--- src/rtl/mc_bus_pkg.sv ---
// Shared types and defaults for the multicast bus transmitter and its receivers.
package mc_bus_pkg;

    localparam int MC_DATA_W = 32;
    localparam int MC_TAG_W  = 6;
    localparam logic [MC_TAG_W-1:0] IDLE_TAG = '1;

    typedef enum logic [1:0] {
        WT_WEIGHT = 2'd0,
        WT_IFMAP  = 2'd1,
        WT_PSUM   = 2'd2,
        WT_NONE   = 2'd3
    } wtype_e;

    typedef enum logic [1:0] {
        ST_IDLE,
        ST_SETTLE,
        ST_DRIVE
    } state_e;

    // Write-enable strobes as {psum, ifmap, weight}.
    function automatic logic [2:0] wea_onehot(input logic [1:0] t);
        logic [2:0] w;
        w = 3'b000;
        case (t)
            WT_WEIGHT: w = 3'b001;
            WT_IFMAP:  w = 3'b010;
            WT_PSUM:   w = 3'b100;
            default:   w = 3'b000;
        endcase
        return w;
    endfunction

endpackage

--- src/rtl/mc_tx_fifo.sv ---
// Synchronous FIFO of packed {type, tag, data} words; exposes head and the entry
// behind it so the bus FSM can decide on back-to-back transfers.
module mc_tx_fifo
    import mc_bus_pkg::*;
#(
    parameter  int W     = 40,
    parameter  int DEPTH = 4,
    localparam int AW    = $clog2(DEPTH),
    localparam int CW    = AW + 1
) (
    input  logic          clk,
    input  logic          rst,
    input  logic          push_i,
    input  logic          pop_i,
    input  logic [W-1:0]  wdata_i,
    output logic [W-1:0]  head_o,
    output logic [W-1:0]  second_o,
    output logic [CW-1:0] count_o,
    output logic          full_o,
    output logic          empty_o
);

    logic [W-1:0]  mem [DEPTH];
    logic [AW-1:0] wr_q, rd_q;
    logic [CW-1:0] cnt_q;
    logic          push_ok, pop_ok;

    assign full_o  = (cnt_q == CW'(DEPTH));
    assign empty_o = (cnt_q == '0);
    assign push_ok = push_i & ~full_o;
    assign pop_ok  = pop_i & ~empty_o;

    assign head_o   = mem[rd_q];
    assign second_o = mem[rd_q + 1'b1];
    assign count_o  = cnt_q;

    always_ff @(posedge clk) begin
        if (push_ok) mem[wr_q] <= wdata_i;
    end

    // Pointers are exactly AW bits wide, so increments wrap modulo DEPTH.
    always_ff @(posedge clk) begin
        if (rst) begin
            wr_q  <= '0;
            rd_q  <= '0;
            cnt_q <= '0;
        end else begin
            if (push_ok) wr_q <= wr_q + 1'b1;
            if (pop_ok)  rd_q <= rd_q + 1'b1;
            case ({push_ok, pop_ok})
                2'b10:   cnt_q <= cnt_q + 1'b1;
                2'b01:   cnt_q <= cnt_q - 1'b1;
                default: cnt_q <= cnt_q;
            endcase
        end
    end

endmodule

--- src/rtl/multicast_bus_tx.sv ---
// Multicast bus transmitter: queues host words and drives them onto the shared bus,
// inserting a tag-settle bubble whenever the destination tag changes.
module multicast_bus_tx
    import mc_bus_pkg::*;
#(
    parameter  int DATA_W = MC_DATA_W,
    parameter  int TAG_W  = MC_TAG_W,
    parameter  int NUM_MC = 12,
    parameter  int DEPTH  = 4,
    localparam int CW     = $clog2(DEPTH) + 1
) (
    input  logic              clk,
    input  logic              rst,
    input  logic              host_valid,
    output logic              host_ready,
    input  logic [TAG_W-1:0]  host_tag,
    input  logic [DATA_W-1:0] host_data,
    input  logic [1:0]        host_type,
    output logic [TAG_W-1:0]  Tag_to_Bus,
    output logic [DATA_W-1:0] value_to_Bus,
    output logic              Enable_to_Bus,
    output logic              weight_wea_to_Bus,
    output logic              ifmap_wea_to_Bus,
    output logic              psum_wea_to_Bus,
    input  logic [NUM_MC-1:0] Ready_from_Bus,
    output logic [CW-1:0]     fifo_count,
    output logic              busy
);

    localparam int EW = 2 + TAG_W + DATA_W;
    localparam logic [TAG_W-1:0] IDLE_T = '1;

    state_e            state_q, state_d;
    logic [TAG_W-1:0]  tag_q, tag_d;
    logic [DATA_W-1:0] val_q, val_d;
    logic              en_q, en_d;
    logic [2:0]        wea_q, wea_d;

    logic [EW-1:0]     head, second, incoming, nxt;
    logic [CW-1:0]     count;
    logic              full, empty, push, xfer, bus_ok, nxt_valid;

    logic [1:0]        head_type, nxt_type;
    logic [TAG_W-1:0]  head_tag, nxt_tag;
    logic [DATA_W-1:0] head_data, nxt_data;

    assign host_ready = ~full;
    assign push       = host_valid & host_ready & (host_type != WT_NONE);
    assign bus_ok     = &Ready_from_Bus;
    assign xfer       = en_q & bus_ok;
    assign incoming   = {host_type, host_tag, host_data};

    mc_tx_fifo #(.W(EW), .DEPTH(DEPTH)) u_fifo (
        .clk      (clk),
        .rst      (rst),
        .push_i   (push),
        .pop_i    (xfer),
        .wdata_i  (incoming),
        .head_o   (head),
        .second_o (second),
        .count_o  (count),
        .full_o   (full),
        .empty_o  (empty)
    );

    // The word following the head is either already queued or arriving this cycle.
    assign nxt_valid = (count > CW'(1)) | push;
    assign nxt       = (count > CW'(1)) ? second : incoming;

    assign head_type = head[EW-1 -: 2];
    assign head_tag  = head[DATA_W +: TAG_W];
    assign head_data = head[DATA_W-1:0];
    assign nxt_type  = nxt[EW-1 -: 2];
    assign nxt_tag   = nxt[DATA_W +: TAG_W];
    assign nxt_data  = nxt[DATA_W-1:0];

    always_comb begin
        state_d = state_q;
        tag_d   = tag_q;
        val_d   = val_q;
        en_d    = en_q;
        wea_d   = wea_q;
        case (state_q)
            ST_IDLE: begin
                if (!empty) begin
                    state_d = ST_SETTLE;
                    tag_d   = head_tag;
                    val_d   = head_data;
                end
            end
            ST_SETTLE: begin
                state_d = ST_DRIVE;
                en_d    = 1'b1;
                wea_d   = wea_onehot(head_type);
            end
            ST_DRIVE: begin
                if (xfer) begin
                    if (!nxt_valid) begin
                        state_d = ST_IDLE;
                        en_d    = 1'b0;
                        wea_d   = 3'b000;
                        tag_d   = IDLE_T;
                    end else if (nxt_tag == tag_q) begin
                        val_d   = nxt_data;
                        wea_d   = wea_onehot(nxt_type);
                    end else begin
                        state_d = ST_SETTLE;
                        en_d    = 1'b0;
                        wea_d   = 3'b000;
                        tag_d   = nxt_tag;
                        val_d   = nxt_data;
                    end
                end
            end
            default: begin
                state_d = ST_IDLE;
                en_d    = 1'b0;
                wea_d   = 3'b000;
                tag_d   = IDLE_T;
            end
        endcase
    end

    always_ff @(posedge clk) begin
        if (rst) begin
            state_q <= ST_IDLE;
            tag_q   <= IDLE_T;
            val_q   <= '0;
            en_q    <= 1'b0;
            wea_q   <= 3'b000;
        end else begin
            state_q <= state_d;
            tag_q   <= tag_d;
            val_q   <= val_d;
            en_q    <= en_d;
            wea_q   <= wea_d;
        end
    end

    assign Tag_to_Bus        = tag_q;
    assign value_to_Bus      = val_q;
    assign Enable_to_Bus     = en_q;
    assign weight_wea_to_Bus = wea_q[0];
    assign ifmap_wea_to_Bus  = wea_q[1];
    assign psum_wea_to_Bus   = wea_q[2];
    assign fifo_count        = count;
    assign busy              = ~empty | en_q;

endmodule
--- config.mk ---
export PLATFORM = sky130hd
export DESIGN_NAME = multicast_bus_tx
export DESIGN_NICKNAME = d
export VERILOG_FILES = /design/src/rtl/mc_bus_pkg.sv /design/src/rtl/mc_tx_fifo.sv /design/src/rtl/multicast_bus_tx.sv
export SDC_FILE = /design/constraint.sdc
export NUM_CORES = 1
export LEC_CHECK = 0
export CORE_MARGIN = 3
export CORE_UTILIZATION = 52
export CTS_CLUSTER_SIZE = 8
export DETAILED_ROUTE_END_ITERATION = 6
export GPL_ROUTABILITY_DRIVEN = 1
export GPL_TIMING_DRIVEN = 0
export PLACE_DENSITY_LB_ADDON = 0.3
export SLEW_MARGIN = 0
export SYNTH_ARGS = -nofsm -noshare
export SYNTH_HDL_FRONTEND = slang
export SYNTH_HIERARCHICAL = 1
export SYNTH_SLANG_ARGS = --single-unit
--- constraint.sdc ---
create_clock -name clk -period 3 [get_ports clk]
set_clock_uncertainty 0.2 [all_clocks]
set_input_delay 0.6 -clock clk [delete_from_list [all_inputs] [get_ports clk]]
set_output_delay 0.6 -clock clk [all_outputs]
set_load 0.01 [all_outputs]
# == Word level (Yosys, flattened, before mapping) ==
# Memory sizes are Yosys's and may differ from the RTL's. A register that Yosys moved wholly into a read port is not among the register bits.
# Cells that the tools add are included.
# word_totals
regBits,51
ram_bits,160
elab_cells,82
mem_count,1
# memory_table
name,depth,width,read_ports,rd_ports_with_merged_regs,write_ports,line,text
u_fifo.mem,4,40,2,1,1,mc_tx_fifo.sv:23,logic [W-1:0] mem [DEPTH];
# op_classes
addsub,4
n_lt_le_gt_ge,1
eq_ne,15
muxes,30
bitwise,11
n_reduce_logical,12
# op_table
operator,count
$mux W32,3
$pmux W32 S2,1
$mux W40,1
$pmux W3 S3,3
$mux W6,4
$pmux W6 S3,1
$mux W2,6
$reduce_and A12 Y1,1
$mux W3,3
$eq A2 B1 Y1 const B,4
$eq A2 B2 Y1 const B,4
$reduce_and A4 Y1,2
$eq A6 B6 Y1,1
$logic_not A2 Y1,3
$ne A2 B2 Y1 const B,3
$pmux W2 S3,1
$pmux W3 S2,1
$reduce_and A3 Y1,2
$and A1 B1 Y1,5
$mux W1,5
$add A2 B1 Y2 const B,2
$not A1 Y1,4
$reduce_bool A2 Y1,2
$add A3 B1 Y3 const B,1
9 further kinds,10

# == Longest topological paths before layout ==
# Gate-level depths: netlist (run 1).
# An unclocked memory read counts as a cell.
# logic_depth
depth_word,9
depth_mapped,13
ltp_nobuf,13

# == Modules after synthesis ==
# Netlist (run 1), hierarchy kept.
# by_module_without_submodules
mod,n_inst,cells_per_inst,area_per_inst_um2,seq_area_each_um2
mc_tx_fifo,1,312,7269.5,4984.8
multicast_bus_tx,1,361,2864.0,880.8

# == Worst setup path after synthesis (run 1) ==
# Ideal clock, no wire load.
# synth_path
path_type,register to register
from,register u_fifo.cnt_q[1] (netlist: u_fifo/count_o[1])
to,memory u_fifo.mem[2][0] (enable)
arrival_ps,2308
setup_slack_ps,91
path_stages_with_launch,8
synth_period_minus_slack_ps,2909
path_cell_list,dfxtp_1 -> nor3b_2 -> nor2b_1 -> nand2_1 -> inv_1 -> inv_1 -> nor2_1 -> and2_1
# synth_between
elab_chain_len,7
# synth_rtl
item,line,text
"start, declared",mc_tx_fifo.sv:25,logic [CW-1:0] cnt_q;
"start signal, assigned",mc_tx_fifo.sv:51,2'b10: cnt_q <= cnt_q + 1'b1;
"start signal, assigned",mc_tx_fifo.sv:52,2'b01: cnt_q <= cnt_q - 1'b1;
"start signal, assigned",mc_tx_fifo.sv:53,default: cnt_q <= cnt_q;
$eq A3 B3 Y1,mc_tx_fifo.sv:28,assign full_o = (cnt_q == CW'(DEPTH));
net full,multicast_bus_tx.sv:41,"logic full, empty, push, xfer, bus_ok, nxt_valid;"
$not A1 Y1,multicast_bus_tx.sv:47,assign host_ready = ~full;
$and A1 B1 Y1 (2 in a row),multicast_bus_tx.sv:48,assign push = host_valid & host_ready & (host_type != WT_NONE);
net push,multicast_bus_tx.sv:41,
$and A1 B1 Y1,mc_tx_fifo.sv:30,assign push_ok = push_i & ~full_o;
$mux W1,mc_tx_fifo.sv:38,if (push_ok) mem[wr_q] <= wdata_i;
$mux W1 (implied by the code),mc_tx_fifo.sv:38,
"end, declared",mc_tx_fifo.sv:23,
# The timed path passes the listed nets, and every way through them passes these cells.

# == Worst setup path in the final report (run 1) ==
# layout_path
from,register u_fifo.rd_q[0]
to,register en_q (netlist: Enable_to_Bus)
# layout_between
elab_chain_len,6
# layout_rtl
item,line,text
"start, declared",mc_tx_fifo.sv:24,"logic [AW-1:0] wr_q, rd_q;"
"start signal, assigned",mc_tx_fifo.sv:49,if (pop_ok) rd_q <= rd_q + 1'b1;
$add A2 B1 Y2,mc_tx_fifo.sv:34,assign second_o = mem[rd_q + 1'b1];
$mem_v2 Z4 W40,--,
net second[32],multicast_bus_tx.sv:39,"logic [EW-1:0] head, second, incoming, nxt;"
$mux W40,multicast_bus_tx.sv:68,assign nxt = (count > CW'(1)) ? second : incoming;
$eq A6 B6 Y1,multicast_bus_tx.sv:103,end else if (nxt_tag == tag_q) begin
$ne A3 B3 Y1 (no line),--,
$reduce_and A3 Y1 (no line),--,
"end signal, assigned",multicast_bus_tx.sv:135,en_q <= en_d;
"end, declared",multicast_bus_tx.sv:36,"logic en_q, en_d;"
# The timed path passes the listed nets, and every way through them passes these cells.
# A chain may end at the register's enable or synchronous reset.

==> results of run 1 <==
-- final cells by class --
| class | count | area, µm² | share of cell area |
|---|---|---|---|
| Buffer | 46 | 290 | 0.0232 |
| Clock buffer | 56 | 880 | 0.0704 |
| Timing Repair Buffer | 106 | 1100 | 0.0884 |
| Sequential cell | 213 | 5870 | 0.470 |
| Tap cell | 260 | 325 | 0.0261 |
| Multi-Input combinational cell | 393 | 3940 | 0.316 |
| Inverter | 20 | 75.1 | 0.00601 |
-- cell usage after synthesis (9+ instances only) --
master / count
a211o_1: 32
clkbuf_1: 21
a31oi_1: 10
buf_4: 12
mux2i_1: 34
inv_1: 18
edfxtp_1: 160
nor2_1: 49
ha_1: 9
mux4_2: 76
a21oi_1: 43
dfxtp_1: 53
nand2_1: 47
-- sequential cells by signal, summed over array words and instances (netlist names), named ones only --
name / cells
u_fifo/mem: 160
value_to_Bus: 32
Tag_to_Bus: 6
u_fifo/count_o: 3
wea_q: 3
state_q: 2
u_fifo/rd_q: 2
u_fifo/wr_q: 2
Enable_to_Bus: 1
-- critical path, stage by stage (launching register included) --
cell	delay, ns
dfxtp_1	0.33
buf_6	0.14
buf_12	0.15
buf_4	0.22
mux4_2	0.38
a221oi_1	0.33
a31oi_1	0.08
a311oi_2	0.34
buf_4	0.25
a211oi_1	0.08
a311o_1	0.32
-- logic make-up (layout without fill, tap and decap cells) --
group | after synthesis | count (layout) | synth area share
AOI/OAI and AO/OA | 126 | 126 | 0.0915
xor gates and xnor gates | 6 | 6 | 0.00519
adders and majority gates | 10 | 10 | 0.0131
buffers and inverters | 67 | 228 | 0.0367
DFF | 213 | 213 | 0.579
muxes | 114 | 114 | 0.213
and+or+nand+nor | 137 | 137 | 0.0619
-- power by group through the flow --
stage / Sequential, µW / Combinational (µW) / Clock (µW)
finish: 3750 / 2550 / 3100
global route: 3780 / 2730 / 3290
CTS: 3740 / 2510 / 3150
detailed placement: 3790 / 2490 / 0
global placement: 3780 / 2430 / 0
floorplan: 3860 / 1260 / 0
-- layer usage --
metal	track usage	share of wire	wire length, µm
met2	0.408	0.51	12800
met4	0.0508	0.013	314
met3	0.0452	0.085	2130
met1	0.302	0.39	9730
met5	0	0.00052	13
-- worst max path at each step --
stage / start / end / depth (start not counted) / slack, ns
after CTS: u_fifo/count_o[1]$_SDFFE_PP0P_ / busy / 3 / 0.009
after detailed placement: Ready_from_Bus[1] / u_fifo/count_o[2]$_SDFFE_PP0P_ / 11 / -0.63
after floorplan: u_fifo/count_o[1]$_SDFFE_PP0P_ / u_fifo/mem[2][0]$_DFFE_PP_ / 7 / 0.09
after global placement: host_type[0] / u_fifo/mem[3][8]$_DFFE_PP_ / 7 / -1.57
final: u_fifo/rd_q[0]$_SDFFE_PP0P_ / Enable_to_Bus$_SDFFE_PP0P_ / 10 / 0.06
after global routing: u_fifo/count_o[0]$_SDFFE_PP0P_ / u_fifo/count_o[2]$_SDFFE_PP0P_ / 13 / -0.0009
-- metrics by stage --
stage	setup WS, ns	cells
after floorplan	0.0911	673
after global placement	-1.57	1034
after detailed placement	-0.625	1038
after CTS	0.00869	1094
after global routing	-0.000869	1094
final	0.0566	1094
-- what timing repair did --
| item | CTS | global route |
|---|---|---|
| gates resized for setup | 7 | 11 |
| setup endpoints to repair | 45 | 106 |
| pin swaps | 1 | 1 |
| buffers inserted | 0 | 1 |
==> run_results.csv, run 1 <==
group,metric,value,unit
route,wire_per_inst,22.8,µm
setup_path,critPathKind,"flip-flop to flip-flop",
clocking,cts_hold_buf,0,
setup_path,r2r_cells,10,
clocking,cts_buffers,30,
timing,finalHoldViolCount,0,
min_path,min_to,"u_fifo/mem[0][39]$_DFFE_PP_",
timing,whs,0.248,ns
yosys,async_flop_share,0,
timing,setup_violations,0,
cells_and_area,syn_to_final_growth,23.2,%
clocking,clock_path_buffers,3,
cells_and_area,layout.nets,875,
placed_design,io_buffers,101,
clocking,clock_latency,0.54,ns
yosys,yosys_most_used_dff,"edfxtp_1",
yosys,synth-edff-count,160,
yosys,synth.cell_area,10100,µm²
route,wl,25.0,mm
cells_and_area,antenna_cells,0,
timing,slew_headroom,0.492,
cells_and_area,n_fill_cell,1368,
yosys,synth_area_leaders,"edfxtp_1 47%, mux4_2 17%, dfxtp_1 10%",
timing,period_share,0.981,
clocking,clk_pin_slew_worst_paths,0.05,ns
floorplan,initial_core_util,0.536,
global_routing,grt_max_degree,26,
route,antenna_left,0,
placed_design,globalplace.congestion,0.858,
global_routing,grt_pass1_vias,7024,
clocking,clkSinkCount,213,
power_and_ir_drop,clockPowerShare,0.330,
yosys,syn_inst,673,
clocking,clockRootBuffer,"clkbuf_16",
clocking,cts_tree,"done",
timing,fmax,340,MHz
cells_and_area,layout_common_cells,"160 x edfxtp_1, 99 x clkdlybuf4s50_1, 76 x mux4_2",
yosys,ys_ff_latch,213,
floorplan,die_h,146,µm
cells_and_area,final_common_cell,"edfxtp_1",
global_routing,grt.overflow.total,0,
timing,period_needed,2.94,ns
timing,worst_pin_slew,0.762,ns
min_path,hp-class,"input port to flip-flop",
power_and_ir_drop,p_switching,2840,µW
route,vias,6822,
job,maxCapViolations,0,
power_and_ir_drop,internal-power,6550,µW
power_and_ir_drop,p_leak,0.00408,µW
global_routing,grt_antenna_before_repair,1,
setup_path,reg2reg_to,"Enable_to_Bus$_SDFFE_PP0P_",
floorplan,rows,50,
power_and_ir_drop,power_density,753,nW/µm²
yosys,synth_top_area_frac,0.474,
power_and_ir_drop,total_power,9400,µW
route,drc,0,
setup_path,cp_data_arrival_time,3.16,ns
power_and_ir_drop,p_sw_frac,0.303,
global_routing,grt_use_total,0.232,
placed_design,hpwl,17.1,mm
yosys,syn-num-nets,738,
global_routing,grt_first_pass_wirelength,39.1,mm
min_path,min-delay-start,"host_type[1]",
setup_path,crit_required,3.22,ns
cells_and_area,post-route-util,0.661,
yosys,yosys.area.top_type,"edfxtp_1",
setup_path,cp_max_fo,10,
floorplan,ioPinCount,102,
setup_path,crit_path_end_kind,"flip-flop",
yosys,yosysWarnings,6,
setup_path,reg2reg_slack,0.06,ns
clocking,htree_levels,1,
cells_and_area,drive_gt1_frac,0.194,
power_and_ir_drop,power_frac_seq,0.399,
cells_and_area,postLayoutCellArea,12500,µm²
status,status,"finished clean",
setup_path,worst_setup_path_start_kind,"flip-flop",
yosys,synth_seq_area_share,0.579,
power_and_ir_drop,comb_power_share,0.271,
yosys,synth_area_per_cell,15.1,µm²
timing,setup_tns,0,ns
timing,final_max_slew_viol_count,0,
power_and_ir_drop,vdd_drop_max,0.514,mV
min_path,hold_depth,1,
route,firstDrtPassIters,6,
route,drtIter0Drc,596,
floorplan,fp.dieW,146,µm
placed_design,dpl_cell_area,11600,µm²
setup_path,worstReg2RegStart,"u_fifo/rd_q[0]$_SDFFE_PP0P_",
yosys,ys_types,62,
floorplan,coreArea,18900,µm²
floorplan,dieArea,21200,µm²
route,avgViaCountPerCell,6.24,
(Power assumes the default switching activity.)
==> inputs of run 2 (changes only) <==
MAX_ROUTING_LAYER = met4   (was not set)
RECOVER_POWER = 50   (was not set)
==> run 2 against run 1 <==
Effect of this change:
- first-iteration DRC count decreased by 13%
- via count decreased by 1.2%
- register-to-register slack improved by 0.09 ns
- critical path depth decreased by 1
- clock-buffer cell count decreased by 2
- sequential share of layout area decreased by 0.052 points
- sequential power about the same
- cell area increased by 0.11%
- worst hold slack got worse by 0.024 ns
- clock power about the same
- total power decreased by 1.4%
- highest routed layer is now met4
==> run_results.csv, run 2 (synthesized netlist as in run 1, its figures left out) <==
group,metric,value,unit
floorplan,rows,50,
timing,setup_violations,0,
cells_and_area,layout_common_cells,"160 x edfxtp_1, 81 x dlygate4sd3_1, 76 x mux4_2",
power_and_ir_drop,p_leak,0.00420,µW
power_and_ir_drop,p_switching,2840,µW
global_routing,grt_first_pass_wirelength,40.4,mm
cells_and_area,final_common_cell,"edfxtp_1",
setup_path,cp_data_arrival_time,3.07,ns
setup_path,cp_max_fo,15,
route,wl,25.1,mm
min_path,hold_depth,1,
power_and_ir_drop,power_density,741,nW/µm²
job,maxCapViolations,0,
setup_path,crit_start,"u_fifo/rd_q[1]$_SDFFE_PP0P_",
clocking,clock_path_buffers,3,
clocking,clockRootBuffer,"clkbuf_16",
clocking,clock_latency,0.53,ns
cells_and_area,syn_to_final_growth,23.3,%
global_routing,grt_max_degree,26,
floorplan,fp.dieW,146,µm
power_and_ir_drop,power_frac_seq,0.403,
route,antenna_left,0,
timing,finalHoldViolCount,0,
timing,whs,0.224,ns
cells_and_area,drive_gt1_frac,0.194,
clocking,clkSinkCount,213,
status,status,"finished clean",
global_routing,grt_use_total,0.245,
placed_design,globalplace.congestion,0.893,
power_and_ir_drop,vdd_drop_max,0.512,mV
clocking,cts_buffers,30,
power_and_ir_drop,p_sw_frac,0.306,
route,wire_per_inst,23.0,µm
power_and_ir_drop,internal-power,6430,µW
min_path,min-delay-start,"host_type[0]",
route,avgViaCountPerCell,6.16,
setup_path,worst_setup_path_start_kind,"flip-flop",
setup_path,crit_chain,"buf_8, mux4_2, a221oi_1, a31oi_1, a311oi_2, buf_4, dlymetal6s2s_1, a2111o_1, nand2_1",
setup_path,critPathKind,"flip-flop to flip-flop",
setup_path,reg2reg_to,"state_q[0]$_SDFFE_PP0P_",
cells_and_area,antenna_cells,0,
global_routing,grt_antenna_before_repair,0,
clocking,cts_tree,"done",
timing,period_needed,2.85,ns
timing,fmax,351,MHz
route,firstDrtPassIters,4,
route,drc,0,
floorplan,initial_core_util,0.536,
floorplan,die_h,146,µm
setup_path,crit_path_end_kind,"flip-flop",
global_routing,grt.overflow.total,0,
timing,period_share,0.951,
global_routing,grt_pass1_vias,7247,
clocking,htree_levels,1,
timing,worst_pin_slew,0.749,ns
cells_and_area,regMostFlops,"u_fifo/mem",
timing,setup_tns,0,ns
setup_path,r2r_cells,9,
cells_and_area,layout.nets,877,
floorplan,dieArea,21200,µm²
route,vias,6742,
min_path,min_to,"u_fifo/mem[3][38]$_DFFE_PP_",
setup_path,reg2reg_slack,0.15,ns
route,drtIter0Drc,518,
timing,slew_headroom,0.501,
setup_path,worstReg2RegStart,"u_fifo/rd_q[1]$_SDFFE_PP0P_",
setup_path,crit_required,3.22,ns
power_and_ir_drop,clockPowerShare,0.334,
cells_and_area,largest_register_ffs,160,
clocking,clk_pin_slew_worst_paths,0.05,ns
placed_design,hpwl,17.0,mm
min_path,hp-class,"input port to flip-flop",
floorplan,coreArea,18900,µm²
floorplan,ioPinCount,102,
timing,final_max_slew_viol_count,0,
power_and_ir_drop,comb_power_share,0.262,
setup_path,critPathSlowestCell,"mux4_2",
placed_design,io_buffers,101,
setup_path,slowest_delay,0.57,ns
[run 2: cell types whose count changed in the layout (fill, tap and decap cells not counted), sizes merged]
cell / before / now
clkdlybuf4s50: 99 / 18
dlygate4sd3: 0 / 81
clkbuf: 77 / 78
clkinv: 0 / 1
dlymetal6s2s: 2 / 1
[run 2: per-layer routing]
metal  track usage  up-vias  wire [µm]
li1              -     2958          -
met2         0.411      265      13000
met3        0.0480       24       1500
met4        0.0622        0        301
met5             -        -          0
met1         0.312     3495      10400
[run 2: critical path, delay by kind of cell (launching register included)]
| kind | cells | cell delay, ns |
|---|---|---|
| AO/OA/AOI/OAI | 4 | 0.96 |
| buffers and inverters | 3 | 0.62 |
| multiplexers | 1 | 0.57 |
| flip-flops | 1 | 0.34 |
| AND/OR/NAND/NOR | 1 | 0.05 |
[run 2: per-stage QoR]
step,std cells,worst slack (ns),power [µW],instance area [µm²],util
floorplan,673,0.0911,5120,10100,-
global placement,1034,-1.58,6210,11500,0.607
detailed placement,1038,-0.728,6300,11600,0.613
CTS,1093,-0.0887,9410,12500,0.660
global route,1095,-0.0125,9690,12500,0.662
finish,1095,0.148,9270,12500,0.662
[run 2: how the worst max path moves through the flow]
| stage | to | slack [ns] |
|---|---|---|
| CTS | u_fifo/mem[3][20]$_DFFE_PP_ | -0.09 |
| finish | state_q[0]$_SDFFE_PP0P_ | 0.15 |
| global placement | u_fifo/mem[0][8]$_DFFE_PP_ | -1.58 |
| global route | wea_q[2]$_SDFFE_PP0P_ | -0.01 |
| detailed placement | u_fifo/count_o[2]$_SDFFE_PP0P_ | -0.73 |
| floorplan | u_fifo/mem[2][0]$_DFFE_PP_ | 0.09 |
[run 2: layout make-up]
class	count	area [µm²]
fill	1368	6390
sequential	213	5870
multi-input combinational	393	3950
timing repair buffer	109	1130
clock buffer	54	862
tap	260	325
buffer	45	287
inverter	20	75.1
clock inverter	1	5.00
[run 2: power by group through the flow]
stage	Sequential, µW	Combinational (µW)	Clock (µW)
2_1_floorplan	3860	1260	0
3_3_place_gp	3770	2430	0
3_5_place_dp	3800	2500	0
4_1_cts	3740	2520	3150
5_1_grt	3770	2640	3280
6_report	3740	2430	3100
[run 2: what timing repair did]
item / 4_1_cts / 5_1_grt
setup buffers: 0 / 4
setup endpoints to repair: 141 / 155
resized for setup: 6 / 14
gates cloned: 0 / 0
pin swaps: 1 / 2
hold buffers: 0 / 0
